**config.mk**
```make
export PLATFORM = sky130hd
export DESIGN_NAME = mem_stage
export DESIGN_NICKNAME = d
export VERILOG_FILES = /design/src/rtl/mem_stage.sv
export SDC_FILE = /design/constraint.sdc
export NUM_CORES = 1
export LEC_CHECK = 0
export CAP_MARGIN = 20
export CORE_ASPECT_RATIO = 1.2
export CORE_MARGIN = 5
export CORE_UTILIZATION = 45
export DETAILED_ROUTE_END_ITERATION = 12
export DONT_BUFFER_PORTS = 1
export PLACE_DENSITY = 0.71
export SYNTH_ARGS = -nofsm -noshare
export SYNTH_HDL_FRONTEND = slang
export SYNTH_SLANG_ARGS = --single-unit
export TNS_END_PERCENT = 100
```
**constraint.sdc**
```tcl
create_clock -name clk -period 3.7 [get_ports clk]
set_input_delay 0.74 -clock clk [delete_from_list [all_inputs] [get_ports clk]]
set_output_delay 0.74 -clock clk [all_outputs]
set_load 0.02 [all_outputs]
```
**src/rtl/mem_stage.sv**
```systemverilog
// MEM pipeline stage: data-memory req/ack access, load extension and the MEM/WB register.
// Defining MEM_TIMEOUT_EN adds an ack watchdog (TIMEOUT_CYCLES) driving timeout_err.
module mem_stage #(
    parameter int unsigned TIMEOUT_CYCLES = 64
) (
    input  logic        clk,
    input  logic        rst,
    input  logic [31:0] result,
    input  logic [31:0] data_for_writing_for_sw,
    input  logic        mem_enable_mem,
    input  logic        mem_read_mem,
    input  logic        mem_write_mem,
    input  logic        wb_enable_mem,
    input  logic [4:0]  rd_mem,
    input  logic        ld_mem,
    input  logic [2:0]  mem_func,
    output logic        dmem_req,
    output logic        dmem_we,
    output logic [31:0] dmem_addr,
    output logic [31:0] dmem_wdata,
    output logic [3:0]  dmem_wstrb,
    input  logic [31:0] dmem_rdata,
    input  logic        dmem_ack,
    output logic        mem_stall,
    output logic [31:0] wb_data,
    output logic [4:0]  wb_rd,
    output logic        wb_en,
    output logic        misalign_err,
    output logic        timeout_err
);

    typedef enum logic [0:0] {StIdle, StWait} state_e;

    state_e      state_q, state_d;
    logic        req_q, req_d, we_q, we_d;
    logic [31:0] addr_q, addr_d, wdata_q, wdata_d, wb_data_q, wb_data_d;
    logic [3:0]  wstrb_q, wstrb_d;
    logic [4:0]  wb_rd_q, wb_rd_d, rd_q, rd_d;
    logic        wb_en_q, wb_en_d, wben_q, wben_d, misalign_q, misalign_d;
    logic [2:0]  func_q, func_d;
    logic [1:0]  off_q, off_d;

    logic        access, aligned, timeout;
    logic [31:0] lane_wdata, shifted, load_data;
    logic [3:0]  lane_wstrb;
    logic        unused_ld;

    // Load-vs-ALU writeback is decided by mem_read_mem, so ld_mem carries no extra information.
    assign unused_ld = ld_mem;
    assign access    = mem_enable_mem & (mem_read_mem | mem_write_mem);

    always_comb begin
        unique case (mem_func[1:0])
            2'b00:   aligned = 1'b1;
            2'b01:   aligned = ~result[0];
            default: aligned = (result[1:0] == 2'b00);
        endcase
    end

    always_comb begin
        lane_wdata = data_for_writing_for_sw;
        lane_wstrb = 4'b1111;
        unique case (mem_func[1:0])
            2'b00: begin
                lane_wdata = {4{data_for_writing_for_sw[7:0]}};
                lane_wstrb = 4'b0001 << result[1:0];
            end
            2'b01: begin
                lane_wdata = {2{data_for_writing_for_sw[15:0]}};
                lane_wstrb = result[1] ? 4'b1100 : 4'b0011;
            end
            default: ;
        endcase
    end

    assign shifted = dmem_rdata >> {off_q, 3'b000};

    always_comb begin
        unique case (func_q)
            3'b000:  load_data = {{24{shifted[7]}}, shifted[7:0]};
            3'b001:  load_data = {{16{shifted[15]}}, shifted[15:0]};
            3'b100:  load_data = {24'd0, shifted[7:0]};
            3'b101:  load_data = {16'd0, shifted[15:0]};
            default: load_data = dmem_rdata;
        endcase
    end

`ifdef MEM_TIMEOUT_EN
    localparam int unsigned CntW = $clog2(TIMEOUT_CYCLES + 1);

    logic [CntW-1:0] cnt_q, cnt_d;
    logic            timeout_err_q;

    assign timeout = (state_q == StWait) & ~dmem_ack & (cnt_q == CntW'(TIMEOUT_CYCLES - 1));
    assign cnt_d   = (state_q == StWait) ? cnt_q + 1'b1 : '0;

    always_ff @(posedge clk or posedge rst) begin
        if (rst) begin
            cnt_q         <= '0;
            timeout_err_q <= 1'b0;
        end else begin
            cnt_q         <= cnt_d;
            timeout_err_q <= timeout;
        end
    end

    assign timeout_err = timeout_err_q;
`else
    assign timeout     = 1'b0;
    assign timeout_err = 1'b0;
`endif

    always_ff @(posedge clk or posedge rst) begin
        if (rst) state_q <= StIdle;
        else     state_q <= state_d;
    end

    always_comb begin
        state_d = state_q;
        unique case (state_q)
            StIdle: if (access && aligned) state_d = StWait;
            StWait: if (dmem_ack || timeout) state_d = StIdle;
            default: state_d = StIdle;
        endcase
    end

    always_comb begin
        mem_stall  = 1'b0;
        req_d      = req_q;
        we_d       = we_q;
        addr_d     = addr_q;
        wdata_d    = wdata_q;
        wstrb_d    = wstrb_q;
        rd_d       = rd_q;
        wben_d     = wben_q;
        func_d     = func_q;
        off_d      = off_q;
        wb_data_d  = wb_data_q;
        wb_rd_d    = wb_rd_q;
        wb_en_d    = 1'b0;
        misalign_d = 1'b0;
        unique case (state_q)
            StIdle: begin
                if (access && aligned) begin
                    mem_stall = 1'b1;
                    req_d     = 1'b1;
                    we_d      = ~mem_read_mem;
                    addr_d    = {result[31:2], 2'b00};
                    wdata_d   = lane_wdata;
                    wstrb_d   = lane_wstrb;
                    rd_d      = rd_mem;
                    wben_d    = wb_enable_mem;
                    func_d    = mem_func;
                    off_d     = result[1:0];
                end else if (access) begin
                    misalign_d = 1'b1;
                end else begin
                    wb_data_d = result;
                    wb_rd_d   = rd_mem;
                    wb_en_d   = wb_enable_mem & (rd_mem != 5'd0);
                end
            end
            StWait: begin
                mem_stall = ~dmem_ack & ~timeout;
                if (dmem_ack) begin
                    req_d = 1'b0;
                    if (!we_q) begin
                        wb_data_d = load_data;
                        wb_rd_d   = rd_q;
                        wb_en_d   = wben_q & (rd_q != 5'd0);
                    end
                end else if (timeout) begin
                    req_d = 1'b0;
                end
            end
            default: ;
        endcase
    end

    always_ff @(posedge clk or posedge rst) begin
        if (rst) begin
            req_q      <= 1'b0;
            we_q       <= 1'b0;
            addr_q     <= '0;
            wdata_q    <= '0;
            wstrb_q    <= '0;
            rd_q       <= '0;
            wben_q     <= 1'b0;
            func_q     <= '0;
            off_q      <= '0;
            wb_data_q  <= '0;
            wb_rd_q    <= '0;
            wb_en_q    <= 1'b0;
            misalign_q <= 1'b0;
        end else begin
            req_q      <= req_d;
            we_q       <= we_d;
            addr_q     <= addr_d;
            wdata_q    <= wdata_d;
            wstrb_q    <= wstrb_d;
            rd_q       <= rd_d;
            wben_q     <= wben_d;
            func_q     <= func_d;
            off_q      <= off_d;
            wb_data_q  <= wb_data_d;
            wb_rd_q    <= wb_rd_d;
            wb_en_q    <= wb_en_d;
            misalign_q <= misalign_d;
        end
    end

    assign dmem_req     = req_q;
    assign dmem_we      = we_q;
    assign dmem_addr    = addr_q;
    assign dmem_wdata   = wdata_q;
    assign dmem_wstrb   = wstrb_q;
    assign wb_data      = wb_data_q;
    assign wb_rd        = wb_rd_q;
    assign wb_en        = wb_en_q;
    assign misalign_err = misalign_q;

endmodule

```
==> flow_summary_export.csv, run 1 <==
group,metric,value,unit
outcome,status,"finished clean",
die,start_util,45.5,%
die,die_y,133,µm
synth,synth_most_common_cell,"nand2_1",
synth,synth_commonest_cells,"204 x nand2_1, 119 x dfrtp_1, 63 x nor2_1, 41 x mux2i_1, 38 x o21ai_0",
placed_design,post-place-ws,1.13,ns
global_route,grt_use_met2,39.4,%
synth,synth-seq-area-share,52.4,%
worst_setup_path,cp-end-kind,"output pin",
synth,synth.avg_cell_area,8.80,µm²
synth,ys_ff_latch,119,
sta,slew_viol_final,0,
sta,finalWorstSetupSlack,0.962,ns
sta,layout_min_cycle_time,2.74,ns
finish,fin_area,6380,µm²
worst_setup_path,crit_family,"compound AO/OA/AOI/OAI gates",
worst_setup_path,worst-path-buf-inv,1,
clocking,ctsHoldBuffers,0,
placed_design,gp_congestion,0.884,
global_route,grt_pass1_wl,27800,µm
sta,worstMarginPinSlew,0.969,ns
synth,synth_top_family_by_area,"simple AND/OR/NAND/NOR gates",
synth,yosys.area_share.adder,0,%
finish,final_nets,740,
hold_path,hp-class,"in2async",
synth,synth_area_leaders,"dfrtp_1 52%, nand2_1 13%, mux2i_1 7.2%, nor2_1 4.2%, o21ai_0 3.3%",
sta,timing.fmax,0.365,GHz
clocking,cts_tree,"yes",
pwr,power_density,734,nW/µm²
die,coreArea,12500,µm²
finish,n_fill_cell,1177,
global_route,grt_overflow,0,
placed_design,io_buffer_count,0,
route,num_vias,4722,
worst_setup_path,arrival,2.00,ns
worst_setup_path,r2r_setup_slack,1.38,ns
clocking,cts_resized,0,
clocking,cts_buffer_depth,2,
sta,post-route-period-util,74.0,%
sta,relSlewSlack,35.4,%
route,avgRoutedWirePerCell,22.0,µm
synth,synth.area.mux_share,7.62,%
synth,synth_compound_area_share,14.5,%
route,wl,17700,µm
die,die_w,113,µm
global_route,antenna_found_initial,1,
route,vias_per_cell,5.87,
sta,setup_viol,0,
pwr,leakage,2.93,nW
route,drt-initial-drc-count,490,
synth,synth_ff_type,"dfrtp_1",
die,ioPinCount,223,
finish,drive_gt1_share,7.64,%
synth,async_reset_ff_share,100,%
global_route,busiest_layer,"met2",
clocking,root_buffer,"clkbuf_16",
clocking,post_cts_buffers,0,
global_route,grt_start_max_net_pins,104,
worst_setup_path,crit_slowest_cell,"o21ai_0",
synth,yosys.area.top_type,"dfrtp_1",
global_route,globalRouteMet1Util,26.8,%
route,final_antenna_net_count,0,
placed_design,hpwlAfterDp,12900,µm
clocking,clk_latency,0.41,ns
worst_setup_path,critPathRequiredTime,2.96,ns
finish,area_growth,12.4,%
sta,tns,0,ns
placed_design,post_dp_cell_area,5760,µm²
pwr,ir_drop,0.253,mV
synth,synth_top_area_share,52.4,%
sta,rsz0062_at_grt,"false",
route,remaining_drc_errors,0,
clocking,cts.sinks,119,
worst_setup_path,r2r_start,"state_q$_DFF_PP0_",
die,dieArea,15000,µm²
global_route,grt_use_met3,10.1,%
clocking,cts_inserted_buffers,17,
global_route,grt_pass1_vias,4920,
clocking,clkSlewWorstSetupHoldPaths,0.06,ns
job,cap_violations,0,
sta,hold_viol_final,0,
finish,utilization,51.1,%
synth,netlist_instances,646,
synth,synth-simple-area-share,20.4,%
finish,instances_no_fill,805,
route,dr.pass1.iters,7,
synth,synth-xor-area-share,0,%
synth,synth_edf_count,0,
global_route,grt_usage,23.8,%
worst_setup_path,slowest_delay,0.81,ns
finish,diodes,0,
synth,netlist_area,5680,µm²
worst_setup_path,cp_max_fo,17,
worst_setup_path,crit_chain,"clkinv_1 > o21ai_0",
synth,yosys_warnings,0,
worst_setup_path,regToRegEndpoint,"dmem_wdata[15]$_DFFE_PP0P_",
sta,finClkSkew,0.00351,ns
placed_design,dp.cells,772,
worst_setup_path,reg2reg_depth,4,
clocking,cts.htree.levels,4,
worst_setup_path,startpoint_type,"flip-flop",
synth,synth.distinct_cells,36,
die,core.rowCount,45,
worst_setup_path,path_class,"reg2out",
==> flip-flops by register name, indices dropped and copies added (netlist names) <==
register / flops
misalign_err: 1
state_q: 1
wb_data: 32
rd_q: 5
dmem_we: 1
dmem_addr: 30
dmem_wdata: 32
wb_rd: 5
off_q: 2
func_q: 3
dmem_req: 1
wben_q: 1
wb_en: 1
dmem_wstrb: 4
==> stage by stage <==
step	hold WS, ns	power (mW)
floorplan	0.446	2.82
global placement	0.459	3.00
detailed placement	0.469	3.05
CTS	0.408	4.72
global route	0.316	4.95
finish	0.279	4.69
==> metal layers <==
| layer | routed length [µm] | part of all wire, % |
|---|---|---|
| met5 | 18 | 0.10 |
| met1 | 6460 | 37 |
| met2 | 8640 | 49 |
| met4 | 602 | 3.4 |
| met3 | 1960 | 11 |
==> area by class of cell <==
cell class | instances | area (µm²) | area share [%]
Sequential cell | 119 | 2980 | 46.6
Multi-Input combinational cell | 467 | 2440 | 38.2
Tap cell | 164 | 205 | 3.21
Clock buffer | 19 | 453 | 7.09
Timing Repair Buffer | 11 | 115 | 1.80
Inverter | 12 | 48.8 | 0.764
Clock inverter | 13 | 146 | 2.29
==> power breakdown <==
| part | switching, mW | leakage [nW] | internal, mW | total, mW |
|---|---|---|---|---|
| Clock | 0.626 | 0.279 | 1.03 | 1.66 |
| Sequential | 0.664 | 1.43 | 1.63 | 2.29 |
| Combinational | 0.453 | 1.22 | 0.285 | 0.738 |
| Total | 1.74 | 2.93 | 2.95 | 4.69 |
==> cells by family after synthesis <==
kind of cell           Yosys count
AO/OA/AOI/OAI                  127
buffers and inverters           62
flip-flops                     119
multiplexers                    42
other                            1
AND/OR/NAND/NOR                295
==> cells in the final DEF, fill, tap and decap left out, types with 2 or more instances in the layout <==
cell type / instances
nand2_1: 204
dfrtp_1: 119
nor2_1: 63
mux2i_1: 41
o21ai_0: 37
a21oi_1: 21
nor3_1: 18
a211oi_1: 17
clkbuf_16: 17
a221oi_1: 14
inv_1: 10
a31oi_1: 9
o22ai_1: 9
buf_4: 9
o2bb2ai_1: 7
clkinvlp_4: 6
nor2b_1: 4
conb_1: 3
inv_6: 3
o211ai_1: 2
nand3b_1: 2
nand2b_1: 2
or4_1: 2
clkbuf_8: 2
clkinv_4: 2
bufinv_16: 2
==> how the worst max path moves through the flow <==
stage                                 start                         end  slack, ns  cells past startpoint
after detailed placement      mem_write_mem  dmem_wdata[31]$_DFFE_PP0P_       1.13                      5
after global placement        mem_write_mem   dmem_addr[15]$_DFFE_PP0P_       1.19                      6
final                     state_q$_DFF_PP0_                   mem_stall       0.96                      2
after CTS                 state_q$_DFF_PP0_                   mem_stall       0.93                      2
after global routing      state_q$_DFF_PP0_                   mem_stall       0.79                      2
after floorplan                 mem_func[1]                   mem_stall       0.96                      6
Power figures use the tool's default switching activity.
==> run 2: changes to the inputs <==
--- a/config.mk
+++ b/config.mk
@@ -5,13 +5,14 @@
 export SDC_FILE = /design/constraint.sdc
 export NUM_CORES = 1
 export LEC_CHECK = 0
+export ABC_AREA = 1
 export CAP_MARGIN = 20
 export CORE_ASPECT_RATIO = 1.2
 export CORE_MARGIN = 5
 export CORE_UTILIZATION = 45
 export DETAILED_ROUTE_END_ITERATION = 12
 export DONT_BUFFER_PORTS = 1
-export PLACE_DENSITY = 0.71
+export PLACE_DENSITY = 0.69
 export SYNTH_ARGS = -nofsm -noshare
 export SYNTH_HDL_FRONTEND = slang
 export SYNTH_SLANG_ARGS = --single-unit
==> constraint.sdc (replaced) <==
create_clock -name clk -period 2.68 [get_ports clk]
set_input_delay 0.536 -clock clk [delete_from_list [all_inputs] [get_ports clk]]
set_output_delay 0.536 -clock clk [all_outputs]
set_load 0.02 [all_outputs]
==> run 2 against run 1 <==
Effect of this change:
- clock skew rose by 0.0057 ns
- hold slack got worse by 0.21 ns
- first-iteration DRC count fell by 18%
- global-route usage fell by 1.6 points
- clock-buffer cell count did not move
- largest cell class unchanged
- largest power group unchanged
==> flow_summary_export.csv, run 2 <==
group,metric,value,unit
global_route,grt_overflow,0,
worst_setup_path,crit_family,"buffers and inverters",
global_route,grt_start_max_net_pins,76,
synth,synth_top_family_by_area,"simple AND/OR/NAND/NOR gates",
global_route,grt_pass1_vias,5032,
die,coreArea,12800,µm²
sta,setup_viol,0,
sta,hold_viol_final,0,
finish,area_growth,10.7,%
sta,slew_viol_final,0,
global_route,antenna_found_initial,0,
synth,synth_compound_area_share,16.9,%
finish,multiInputGateArea,2430,µm²
placed_design,io_buffer_count,0,
placed_design,gp_congestion,0.916,
sta,layout_min_cycle_time,2.14,ns
worst_setup_path,slowest_delay,0.39,ns
clocking,cts.htree.levels,4,
global_route,grt_use_met2,37.7,%
finish,diodes,0,
placed_design,post_dp_cell_area,5940,µm²
synth,ys_ff_latch,119,
sta,finClkSkew,0.00921,ns
clocking,post_cts_buffers,0,
synth,async_reset_ff_share,100,%
clocking,root_buffer,"clkbuf_16",
route,remaining_drc_errors,0,
synth,netlist_area,5910,µm²
worst_setup_path,r2r_setup_slack,0.62,ns
worst_setup_path,regToRegEndpoint,"wb_data[17]$_DFFE_PP0P_",
global_route,busiest_layer,"met2",
route,num_vias,5054,
synth,synth.area.mux_share,0,%
clocking,cts_buffer_depth,2,
route,final_antenna_net_count,0,
worst_setup_path,worst-path-buf-inv,3,
worst_setup_path,cp-end-kind,"output pin",
global_route,grt_use_met3,7.55,%
synth,synth_edf_count,0,
sta,tns,0,ns
route,avgRoutedWirePerCell,19.1,µm
worst_setup_path,r2r_start,"off_q[0]$_DFFE_PP0P_",
sta,timing.fmax,0.468,GHz
finish,final_cell_mix,"266 x nand2_1, 119 x dfrtp_1, 86 x o21ai_0, 81 x a21oi_1, 48 x nor2_1",
job,cap_violations,0,
synth,synth.distinct_cells,29,
die,dieArea,15500,µm²
synth,synth_most_common_cell,"nand2_1",
sta,rsz0062_at_grt,"false",
clocking,cts_tree,"yes",
sta,post-route-period-util,79.8,%
route,dr.pass1.iters,5,
sta,worstMarginPinSlew,0.650,ns
finish,utilization,51.2,%
worst_setup_path,path_class,"reg2out",
finish,fin_area,6540,µm²
outcome,status,"finished clean",
sta,whs,0.0708,ns
sta,relSlewSlack,56.7,%
route,vias_per_cell,5.46,
finish,final_nets,860,
worst_setup_path,critPathRequiredTime,2.14,ns
die,die_w,115,µm
synth,synth_top_area_share,50.4,%
route,wl,17600,µm
synth,synth_area_leaders,"dfrtp_1 50%, nand2_1 17%, o21ai_0 7.3%, a21oi_1 6.9%, nor2_1 3.0%",
synth,netlist_instances,767,
die,core.rowCount,45,
synth,yosys_warnings,0,
worst_setup_path,crit_top_cell,"buf_4",
synth,yosys.area.top_type,"dfrtp_1",
die,ioPinCount,223,
clocking,cts.sinks,119,
clocking,ctsHoldBuffers,0,
clocking,cts_inserted_buffers,17,
global_route,grt_pass1_wl,27000,µm
clocking,cts_resized,0,
finish,final_common_cell,"nand2_1",
synth,yosys.area_share.adder,0,%
synth,synth.avg_cell_area,7.71,µm²
worst_setup_path,crit_slowest_cell,"dfrtp_1",
worst_setup_path,crit_chain,"buf_4 > inv_2 > o21ai_0 > buf_4",
global_route,globalRouteMet1Util,26.3,%
finish,n_fill_cell,1236,
clocking,clk_latency,0.41,ns
placed_design,hpwlAfterDp,13100,µm
finish,regArea,2980,µm²
synth,synth_commonest_cells,"266 x nand2_1, 119 x dfrtp_1, 86 x o21ai_0, 81 x a21oi_1, 48 x nor2_1",
route,drt-initial-drc-count,403,
finish,drive_gt1_share,8.02,%
synth,synth-seq-area-share,50.4,%
worst_setup_path,startpoint_type,"flip-flop",
clocking,clkSlewWorstSetupHoldPaths,0.06,ns
die,die_y,136,µm
worst_setup_path,cp_max_fo,24,
pwr,power_density,1020,nW/µm²
synth,synth-simple-area-share,23.8,%
pwr,leakage,3.19,nW
synth,synth-xor-area-share,0,%
synth,synth_ff_type,"dfrtp_1",
global_route,grt_usage,22.3,%
worst_setup_path,arrival,1.60,ns
pwr,ir_drop,0.434,mV
hold_path,hp-class,"in2async",
die,start_util,46.2,%
worst_setup_path,reg2reg_depth,7,
## run 2: final cells by class
cell class | count | area share (%)
flip-flops and latches | 119 | 45.5
repair buffers | 11 | 1.84
well taps | 164 | 3.14
multi-input cells | 546 | 37.1
clock buffers | 19 | 6.92
inverters | 53 | 3.25
clock inverters | 13 | 2.24
## run 2: per-layer routing
metal	vias up	routed length [µm]
met1	2348	6820
met3	23	1640
met2	243	8830
li1	2440	-
met5	-	0
met4	0	346
## run 2: cell families (layout without fill, tap and decap cells)
group / Yosys count / in the layout
buffers and inverters: 104 / 96
AOI/OAI and AO/OA: 187 / 187
DFF: 119 / 119
other: 1 / 3
and+or+nand+nor: 356 / 356
## run 2: worst max path at each step
stage                     slack, ns                      end  depth (start not counted)            startpoint
after floorplan                0.63                mem_stall                          8           mem_func[1]
after global placement         0.65  wb_data[17]$_DFFE_PP0P_                          7  off_q[0]$_DFFE_PP0P_
after detailed placement       0.61                mem_stall                          5         mem_write_mem
after CTS                      0.53                mem_stall                          4     state_q$_DFF_PP0_
after global routing           0.42                mem_stall                          4     state_q$_DFF_PP0_
final                          0.54                mem_stall                          4     state_q$_DFF_PP0_
## run 2: power breakdown
part	switching [mW]	internal, mW	leakage [nW]	total, mW
Sequential	0.963	2.26	1.44	3.22
Clock	0.856	1.43	0.290	2.28
Combinational	0.768	0.407	1.46	1.18
## run 2: metrics by stage
step                std cells  power [mW]  worst slack [ns]
floorplan                 769        4.09             0.628
global placement          893        4.38             0.649
detailed placement        893        4.43             0.606
CTS                       925        6.74             0.527
global route              925        7.04             0.419
finish                    925        6.68             0.542
==> run 3: changes to the inputs <==
--- a/config.mk
+++ b/config.mk
@@ -5,7 +5,7 @@
 export SDC_FILE = /design/constraint.sdc
 export NUM_CORES = 1
 export LEC_CHECK = 0
-export ABC_AREA = 1
+export ABC_AREA = 0
 export CAP_MARGIN = 20
 export CORE_ASPECT_RATIO = 1.2
 export CORE_MARGIN = 5
==> constraint.sdc (replaced) <==
create_clock -name clk -period 2.1 [get_ports clk]
set_input_delay 0.42 -clock clk [delete_from_list [all_inputs] [get_ports clk]]
set_output_delay 0.42 -clock clk [all_outputs]
set_load 0.02 [all_outputs]
==> run 3 against run 2 <==
Effect of this change:
- routed wire length decreased by 1.5%
- clock skew is 0.0023 ns lower
- via count fell by 5.9%
==> flow_summary_export.csv, run 3 (same netlist as run 1, synthesis figures left out) <==
group,metric,value,unit
sta,post-route-period-util,93.0,%
route,final_antenna_net_count,0,
finish,regArea,2980,µm²
route,avgRoutedWirePerCell,21.4,µm
clocking,cts_buffer_depth,2,
clocking,clkSlewWorstSetupHoldPaths,0.05,ns
sta,worstMarginPinSlew,0.640,ns
route,num_vias,4757,
pwr,leakage,2.99,nW
route,vias_per_cell,5.87,
finish,fin_area,6480,µm²
route,drt-initial-drc-count,354,
finish,area_growth,14.0,%
finish,drive_gt1_share,7.88,%
sta,finalWorstSetupSlack,0.146,ns
outcome,status,"finished clean",
die,ioPinCount,223,
sta,layout_min_cycle_time,1.95,ns
clocking,cts.sinks,119,
clocking,cts_inserted_buffers,17,
placed_design,post-place-ws,-0.0459,ns
worst_setup_path,arrival,2.21,ns
global_route,antenna_found_initial,0,
route,remaining_drc_errors,0,
clocking,post_cts_buffers,0,
global_route,grt_overflow,0,
finish,final_nets,747,
pwr,p_total,8.49,mW
finish,diodes,0,
hold_path,hp-class,"in2async",
placed_design,dp.cells,780,
global_route,busiest_layer,"met2",
sta,tns,0,ns
global_route,grt_pass1_wl,27700,µm
worst_setup_path,critPathRequiredTime,2.36,ns
finish,n_fill_cell,1169,
sta,slew_viol_final,0,
clocking,root_buffer,"clkbuf_16",
die,die_w,113,µm
sta,rsz0062_at_grt,"false",
die,start_util,45.5,%
finish,final_common_cell,"nand2_1",
sta,setup_viol,0,
pwr,ir_drop,0.538,mV
placed_design,post_dp_cell_area,5840,µm²
die,dieArea,15000,µm²
clocking,ctsHoldBuffers,0,
worst_setup_path,cp_max_fo,26,
placed_design,gp_congestion,0.872,
sta,finClkSkew,0.00688,ns
route,dr.pass1.iters,5,
die,coreArea,12500,µm²
global_route,grt_use_met2,38.0,%
pwr,power_density,1310,nW/µm²
worst_setup_path,cp-end-kind,"flip-flop",
global_route,grt_usage,23.5,%
sta,hold_viol_final,0,
placed_design,io_buffer_count,0,
finish,final_cell_mix,"204 x nand2_1, 119 x dfrtp_1, 63 x nor2_1, 41 x mux2i_1, 36 x o21ai_0",
sta,timing.fmax,0.512,GHz
finish,multiInputGateArea,2450,µm²
finish,utilization,51.8,%
finish,instances_no_fill,811,
job,cap_violations,0,
global_route,grt_start_max_net_pins,120,
sta,relSlewSlack,57.3,%
worst_setup_path,startpoint_type,"flip-flop",
global_route,globalRouteMet1Util,26.0,%
clocking,cts_tree,"yes",
clocking,clk_latency,0.41,ns
die,die_y,133,µm
placed_design,hpwlAfterDp,13000,µm
clocking,cts.htree.levels,4,
worst_setup_path,path_class,"reg2reg",
sta,whs,0.0560,ns
global_route,grt_pass1_vias,4891,
global_route,grt_use_met3,11.3,%
die,core.rowCount,45,
route,wl,17400,µm
==> run 3: cell count changes in the layout (fill, tap and decap cells not counted), moves of 9 or more <==
cell,previous run,this run
a211oi_1,0,17
a21oi_1,81,21
a221oi_1,0,14
inv_1,46,10
mux2i_1,0,41
nand2_1,266,204
nand3_1,32,0
nor2_1,48,63
nor3_1,4,18
o21ai_0,86,36
o22ai_1,0,9
==> run 3: path summary, 6_finish.rpt <==
kind | startpoint | endpoint | slack [ns] | depth (start not counted)
setup / recovery | off_q[1]$_DFFE_PP0P_ | wb_data[19]$_DFFE_PP0P_ | 0.15 | 5
hold / removal | rst | dmem_wdata[21]$_DFFE_PP0P_ | 0.06 | 2
setup reg to reg | off_q[1]$_DFFE_PP0P_ | wb_data[19]$_DFFE_PP0P_ | 0.15 | 5
hold reg to reg | wben_q$_DFFE_PP0P_ | wben_q$_DFFE_PP0P_ | 0.48 | 2
max in group asynchronous | rst | off_q[1]$_DFFE_PP0P_ | 1.56 | 2
min in group clk | result[1] | dmem_wstrb[0]$_DFFE_PP0P_ | 0.11 | 1
==> run 3: what timing repair did <==
action	4_1_cts	5_1_grt
endpoints found under the setup margin	17	1
pin swaps	0	0
gates resized for setup	2	1
==> run 3: cell type report <==
class | count | area share (%)
sequential | 119 | 46.0
multi-input combinational | 467 | 37.8
clock buffer | 22 | 7.01
tap | 164 | 3.17
clock inverter | 9 | 2.68
timing repair buffer | 18 | 2.66
inverter | 12 | 0.753
==> run 3: metal layers <==
| metal | part of all wire (%) | vias to the layer above |
|---|---|---|
| met5 | 0 | - |
| met1 | 35 | 2283 |
| met3 | 13 | 40 |
| met2 | 49 | 276 |
| met4 | 3.7 | 0 |
| li1 | - | 2158 |
==> run 3: power by group <==
group          internal [mW]  total (mW)  switching (mW)  leakage (nW)
Clock                   2.12        3.11           0.985         0.308
Sequential              2.87        4.03            1.16          1.43
Combinational          0.538        1.35           0.813          1.25
Total                   5.53        8.49            2.96          2.99
==> run 3: critical path, cell delays in order, from the launching register on <==
cell       delay (ns)
dfrtp_1          0.38
buf_4            0.34
mux2i_1          0.34
a2bb2oi_1        0.15
a21oi_4          0.43
a211oi_1         0.15
